--- config.mk ---
export PLATFORM = sky130hd
export DESIGN_NAME = shift_seq_arbiter
export DESIGN_NICKNAME = d
export VERILOG_FILES = /design/src/rtl/shift_seq_arbiter.sv
export SDC_FILE = /design/constraint.sdc
export NUM_CORES = 1
export LEC_CHECK = 0
export CORE_MARGIN = 3
export CORE_UTILIZATION = 45
export CTS_CLUSTER_SIZE = 28
export DETAILED_ROUTE_END_ITERATION = 7
export GPL_TIMING_DRIVEN = 0
export PLACE_DENSITY = 0.73
export SYNTH_ARGS = -nofsm -noshare
export SYNTH_HDL_FRONTEND = slang
export SYNTH_SLANG_ARGS = --single-unit
--- constraint.sdc ---
create_clock -name clock -period 2.8 [get_ports clock]
set_clock_uncertainty 0.05 [all_clocks]
set_input_delay 0.56 -clock clock [delete_from_list [all_inputs] [get_ports clock]]
set_output_delay 0.56 -clock clock [all_outputs]
set_load 0.01 [all_outputs]
--- src/rtl/shift_seq_arbiter.sv ---
// Round-robin arbiter that owns a WIDTH-stage external serial shift chain:
// flushes it, shifts the granted word in LSB-first, then checks the parallel taps.
module shift_seq_arbiter #(
    parameter int WIDTH = 4,
    parameter int CNT_W = 2
) (
    input  logic             clock,
    input  logic             clear,
    input  logic             req0,
    input  logic [WIDTH-1:0] data0,
    input  logic             req1,
    input  logic [WIDTH-1:0] data1,
    output logic             gnt0,
    output logic             gnt1,
    output logic             sr_clear,
    output logic             sr_in,
    input  logic [WIDTH-1:0] q_par,
    output logic             busy,
    output logic             done,
    output logic             owner,
    output logic [WIDTH-1:0] result,
    output logic             match,
    output logic             err
);

    typedef enum logic [2:0] {
        ST_IDLE,
        ST_CLR,
        ST_SHIFT,
        ST_CHECK,
        ST_DONE
    } state_t;

    localparam logic [CNT_W-1:0] LAST_CNT = CNT_W'(WIDTH - 1);

    state_t           state_reg, state_next;
    logic [CNT_W-1:0] cnt_reg, cnt_next;
    logic [WIDTH-1:0] word_reg, word_next;
    logic             owner_reg, owner_next;
    logic             rr_reg, rr_next;

    logic             gnt0_reg, gnt1_reg, sr_clear_reg, busy_reg, done_reg;
    logic [WIDTH-1:0] result_reg;
    logic             match_reg, err_reg;

    logic             grant_any;
    logic             grant_sel;

    // With both requesting the rr pointer decides; otherwise the lone requester wins.
    assign grant_any = req0 | req1;
    assign grant_sel = (req0 && req1) ? rr_reg : req1;

    always_comb begin
        state_next = state_reg;
        cnt_next   = cnt_reg;
        word_next  = word_reg;
        owner_next = owner_reg;
        rr_next    = rr_reg;
        case (state_reg)
            ST_IDLE: begin
                if (grant_any) begin
                    state_next = ST_CLR;
                    word_next  = grant_sel ? data1 : data0;
                    owner_next = grant_sel;
                    rr_next    = ~grant_sel;
                end
            end
            ST_CLR: begin
                state_next = ST_SHIFT;
                cnt_next   = '0;
            end
            ST_SHIFT: begin
                if (cnt_reg == LAST_CNT) begin
                    state_next = ST_CHECK;
                end else begin
                    cnt_next = cnt_reg + 1'b1;
                end
            end
            ST_CHECK: state_next = ST_DONE;
            ST_DONE:  state_next = ST_IDLE;
            default:  state_next = ST_IDLE;
        endcase
    end

    always_ff @(posedge clock or posedge clear) begin
        if (clear) begin
            state_reg    <= ST_IDLE;
            cnt_reg      <= '0;
            word_reg     <= '0;
            owner_reg    <= 1'b0;
            rr_reg       <= 1'b0;
            gnt0_reg     <= 1'b0;
            gnt1_reg     <= 1'b0;
            sr_clear_reg <= 1'b0;
            busy_reg     <= 1'b0;
            done_reg     <= 1'b0;
            result_reg   <= '0;
            match_reg    <= 1'b0;
            err_reg      <= 1'b0;
        end else begin
            state_reg    <= state_next;
            cnt_reg      <= cnt_next;
            word_reg     <= word_next;
            owner_reg    <= owner_next;
            rr_reg       <= rr_next;
            // Status outputs are registered from the next state so they line up with it.
            gnt0_reg     <= (state_reg == ST_IDLE) && grant_any && !grant_sel;
            gnt1_reg     <= (state_reg == ST_IDLE) && grant_any && grant_sel;
            sr_clear_reg <= (state_next == ST_CLR);
            busy_reg     <= (state_next != ST_IDLE);
            done_reg     <= (state_next == ST_DONE);
            if (state_reg == ST_CHECK) begin
                result_reg <= q_par;
                match_reg  <= (q_par == word_reg);
                if (q_par != word_reg) begin
                    err_reg <= 1'b1;
                end
            end
        end
    end

    assign sr_in    = (state_reg == ST_SHIFT) && word_reg[cnt_reg];
    assign gnt0     = gnt0_reg;
    assign gnt1     = gnt1_reg;
    assign sr_clear = sr_clear_reg;
    assign busy     = busy_reg;
    assign done     = done_reg;
    assign owner    = owner_reg;
    assign result   = result_reg;
    assign match    = match_reg;
    assign err      = err_reg;

endmodule

Yosys cells after proc, flatten, opt, wreduce, memory -nomap -nowiden
Index checks and enable logic that the tools add are counted.
- equal/unequal tests: 9
- bitwise logic cells: 2
- order comparisons: 1
- mux-type cells: 9
- reduce and logical (&&, ||, !) cells: 12
- add/sub/neg operators: 1
- multiply operators: 0
- shift-type cells: 0
- div/mod/pow operators: 0
- operator list (cell ; number):
    one-hot mux 3 bit (4 select lines) ; 1
    == test 3 x 1 -> 1 bit (second input constant) ; 2
    == test 3 x 2 -> 1 bit (second input constant) ; 2
    2-to-1 mux 3 bit ; 2
    AND reduction 2 bit ; 3
    logical AND 1 bit ; 5
    == test 4 bit ; 1
    2-to-1 mux 4 bit ; 1
    != test 4 bit ; 1
    one-hot mux 2 bit (2 select lines) ; 1
    == test 3 bit (second input constant) ; 1
    logical NOT 3 bit ; 1
    less-than comparator 2 x 3 -> 1 bit (second input constant) ; 1
    nonzero test 3 bit ; 1
    adder 2 x 1 -> 2 bit (second input constant) ; 1
    binary-select mux 1 bit (select 2 bit) ; 1
    == test 2 bit (second input constant) ; 1
    2-to-1 mux 1 bit ; 2
    2-to-1 mux 2 bit ; 1
    != test 2 bit (second input constant) ; 1
    nonzero test 2 bit ; 1
    logical NOT 1 bit ; 1
    inverter 1 bit ; 1
    OR 1 bit ; 1
- bits in latches: 0
- input port bits: 16
- memories kept: 0
- register bits: 22
- memory bits (read-only): 0
- output and inout port bits: 13
- logic and storage cells: 47
- bits in writable memories: 0

Logic depth before layout (Yosys ltp)
- word-level depth: 4
- gate-level depth with buffers: 5
- gate-level depth less buffers: 4

Worst setup path before layout
No wires, ideal clock.
- path type: reg2out
- from: reg cnt_reg[0]
- to: out sr_in
- cell stages (with the launch flop): 3
- data required time: 2.190 ns
- slack: 1.098 ns
- data arrival time: 1.092 ns
- buffers on the path: 0
- cells stage by stage: dfrtp_1 > mux4_2 > and3_1
- longest elaborated chain between the ends: 3
- RTL lines (element ; RTL line ; RTL):
    start, declared ; 37 ; logic [CNT_W-1:0] cnt_reg, cnt_next;
    start signal, assigned ; 102 ; cnt_reg <= cnt_next;
    binary-select mux 1 bit (select 2 bit) ; 122 ; assign sr_in = (state_reg == ST_SHIFT) && word_reg[cnt_reg];
    2-to-1 mux 1 bit (implied by the code) ; 122 ;
    logical AND 1 bit ; 122 ;
    end, declared ; 16 ; output logic sr_in,
No other way between the ends. The select of a mux whose other input is x is not followed.

Worst setup path after layout
Ends and elaborated chain as after synthesis.

==> run summary <==
Post-synth EDFFs -> 0
Initial DRC Count -> 8
area post-placement -> 1300 um^2
wire length per cell -> 13.6 um
synthesis warning total -> 0
Peak VDD IR -> 608 uV
Clock Path Buffers -> 2
Setup crit start kind -> flip-flop
CTS buffer count -> 3
DRT antenna net count -> 0
first-pass GRT wire length -> 3190 um
H-tree depth -> 1
starting density of the core -> 0.492
Synth Net Count -> 98
pins over their slew limit -> 0
pin count of the biggest net entering global routing -> 23
postcts setup bufs -> 0
root buffer selected by CTS -> clkbuf_4
slowest CP cell -> mux4_2
drt drc -> 0
Critical Path Fanout Max -> 4
worst-case reg-to-reg path depth -> 4
CP required -> 2.19 ns
pwr/cell area -> 1030 nW/um^2
filler cell count -> 165
Clock Pin Slew Worst Setup and Hold Paths -> 0.11 ns
drt pass-1 iters -> 4
chip height -> 53.0 um
type of destination of the critical path -> output port
Critical R2R Capture -> cnt_reg[0]
fmax -> 0.396 GHz
ys flop type -> dfrtp_1
ratio of cells with drive above 1 in the final layout -> 0.180
total core area -> 2020 um^2
Switch Pwr -> 0.457 mW
Reg area -> 551 um^2
Avg Inst Size Synth -> 12.3 um^2
Final period util -> 0.903
final count of hold timing violations -> 0
FF-to-FF Start -> cnt_reg[0]
Synth area leader -> dfrtp_1
vias -> 715
Final #Nets -> 130
Internal -> 0.902 mW
status -> finished, final reports clean
Mapped Cells -> 81
reg2reg setup slack -> 1.36 ns
Antenna Diode Count -> 0
die area -> 2810 um^2
Worst Max-Slew Pin Slew -> 0.809 ns
Synth Cell Area -> 995 um^2
vias per inst -> 5.18
CP Data Arrival Time -> 1.92 ns
critical path type -> flip-flop to output port
Placement Rows -> 16
Seq/Total Area, Yosys -> 0.553
Logic pwr share -> 0.501
WHS Endpoint -> err
power share of the sequential group -> 0.402
Detailed Route WL -> 1870 um
Hold Path Depth -> 1
cell with the most instances after synthesis -> dfrtp_1
post-cts hold buffer count -> 0
minimum clock period -> 2.53 ns
share of the synthesized area in the top cell type -> 0.553
number of synthesized register bits -> 22
clk sinks -> 22
Die W -> 53.0 um
vias in the first global route -> 706
fin area -> 1320 um^2
Largest stage delay, worst path -> 0.53 ns
clock power share -> 0.098
clock latency on the worst-skew pair -> 0.29 ns
RSZ-0062 raised after global routing -> no
Commonest cells post-synth -> dfrtp_1 (22), nand2_1 (6), mux2_2 (5), nor3_1 (5)
IO Pins -> 29
All-Layer GR Usage -> 0.157
CTS resizes -> 0
final RePlAce weighted congestion -> 0.721
Worst Hold Class -> flip-flop to flip-flop
Max-slew headroom -> 0.460
initial antenna violation count -> 0
Net Sw Frac -> 0.336
Max-Cap Viols -> 0
ys async rst share -> 1.00
Lkg Pwr -> 0.602 nW
Hold Startpoint -> err
worst path cell trace -> mux4_2 > and3_1 > clkdlybuf4s50_1
CTS tree -> yes
Area contributors post-synth -> dfrtp_1 (55%), mux2_2 (5.7%), a221o_1 (4.0%)
GRT Residual Overflow -> 0
Final setup viols -> 0
Multi-input gate area -> 400 um^2
Area Overhead vs Synth -> 32.8%
setup_tns -> 0 ns
port bufs -> 27
Yosys cell types -> 31
==> routing by layer <==
metal | routed length, um | GRT usage | part of all wire
met3 | 164 | 0.0310 | 0.088
met2 | 900 | 0.252 | 0.48
met5 | 0 | 0 | 0
met4 | 10 | 0.0638 | 0.0053
met1 | 797 | 0.207 | 0.43
==> kinds of logic after synthesis <==
logic type | Yosys count | synth area share
compound gates | 14 | 0.121
xor+xnor | 5 | 0.0440
fa+ha+maj | 1 | 0.0126
flops | 22 | 0.553
buf+inv | 8 | 0.0440
mux | 7 | 0.0906
simple gates | 24 | 0.135
==> worst max-delay path, delay by kind of cell, from the launching register on <==
kind | cells | cell delay, ns
DFF | 1 | 0.44
muxes | 1 | 0.53
and+or+nand+nor | 1 | 0.19
buffers and inverters | 1 | 0.47
==> power by group through the flow <==
stage	sequential [mW]	combinational [mW]	clock (mW)
after floorplan	0.571	0.406	0
after global placement	0.548	0.665	0
after detailed placement	0.553	0.681	0
after CTS	0.548	0.687	0.140
after global routing	0.566	0.748	0.157
final	0.546	0.681	0.133
==> final cells by class <==
cell class              instances  share of cell area
plain buffers                   4              0.0218
inverters                       4              0.0114
flip-flops and latches         22               0.417
repair buffers                 27               0.205
clock buffers                   3              0.0170
well taps                      27              0.0256
multi-input cells              51               0.303
==> stage by stage <==
stage | instances | utilization | hold slack, ns | total power, mW | setup slack, ns
after floorplan | 81 | - | 0.423 | 0.977 | 1.10
after global placement | 135 | 0.642 | 0.408 | 1.21 | 0.599
after detailed placement | 135 | 0.642 | 0.412 | 1.23 | 0.590
after CTS | 138 | 0.653 | 0.442 | 1.37 | 0.247
after global routing | 138 | 0.653 | 0.459 | 1.47 | 0.205
final | 138 | 0.653 | 0.438 | 1.36 | 0.272
==> worst max-delay path by stage <==
| stage | to | slack (ns) | startpoint | depth (start not counted) |
|---|---|---|---|---|
| global route | sr_in | 0.20 | cnt_reg[0] | 3 |
| floorplan | sr_in | 1.10 | cnt_reg[0] | 2 |
| detailed placement | sr_in | 0.59 | cnt_reg[0] | 3 |
| CTS | sr_in | 0.25 | cnt_reg[0] | 3 |
| global placement | sr_in | 0.60 | cnt_reg[0] | 3 |
| finish | sr_in | 0.27 | cnt_reg[0] | 3 |
==> layout by cell type (no fill, tap or decap) <==
cell type        netlist  layout
buf_2                  1       1
nor2_1                 4       4
nor4_1                 1       1
buf_6                  1       1
clkbuf_4               0       3
clkdlybuf4s50_1        0      27
nand2_1                6       6
inv_1                  3       3
xnor2_1                1       1
mux2_1                 1       1
mux4_2                 1       1
ha_1                   1       1
xor2_1                 4       4
nor2b_1                2       2
inv_2                  1       1
mux2_2                 5       5
or2_1                  1       1
a221o_1                4       4
o21bai_1               2       2
nor3_1                 5       5
o21ai_2                1       1
buf_4                  1       1
clkbuf_2               1       1
nor3_2                 1       1
a31o_2                 1       1
a21oi_1                1       1
dfrtp_1               22      22
a21o_1                 2       2
a22o_2                 1       1
or3_4                  1       1
a22o_1                 2       2
nor3b_2                1       1
and3_1                 2       2
Power figures use the tool's default switching activity.
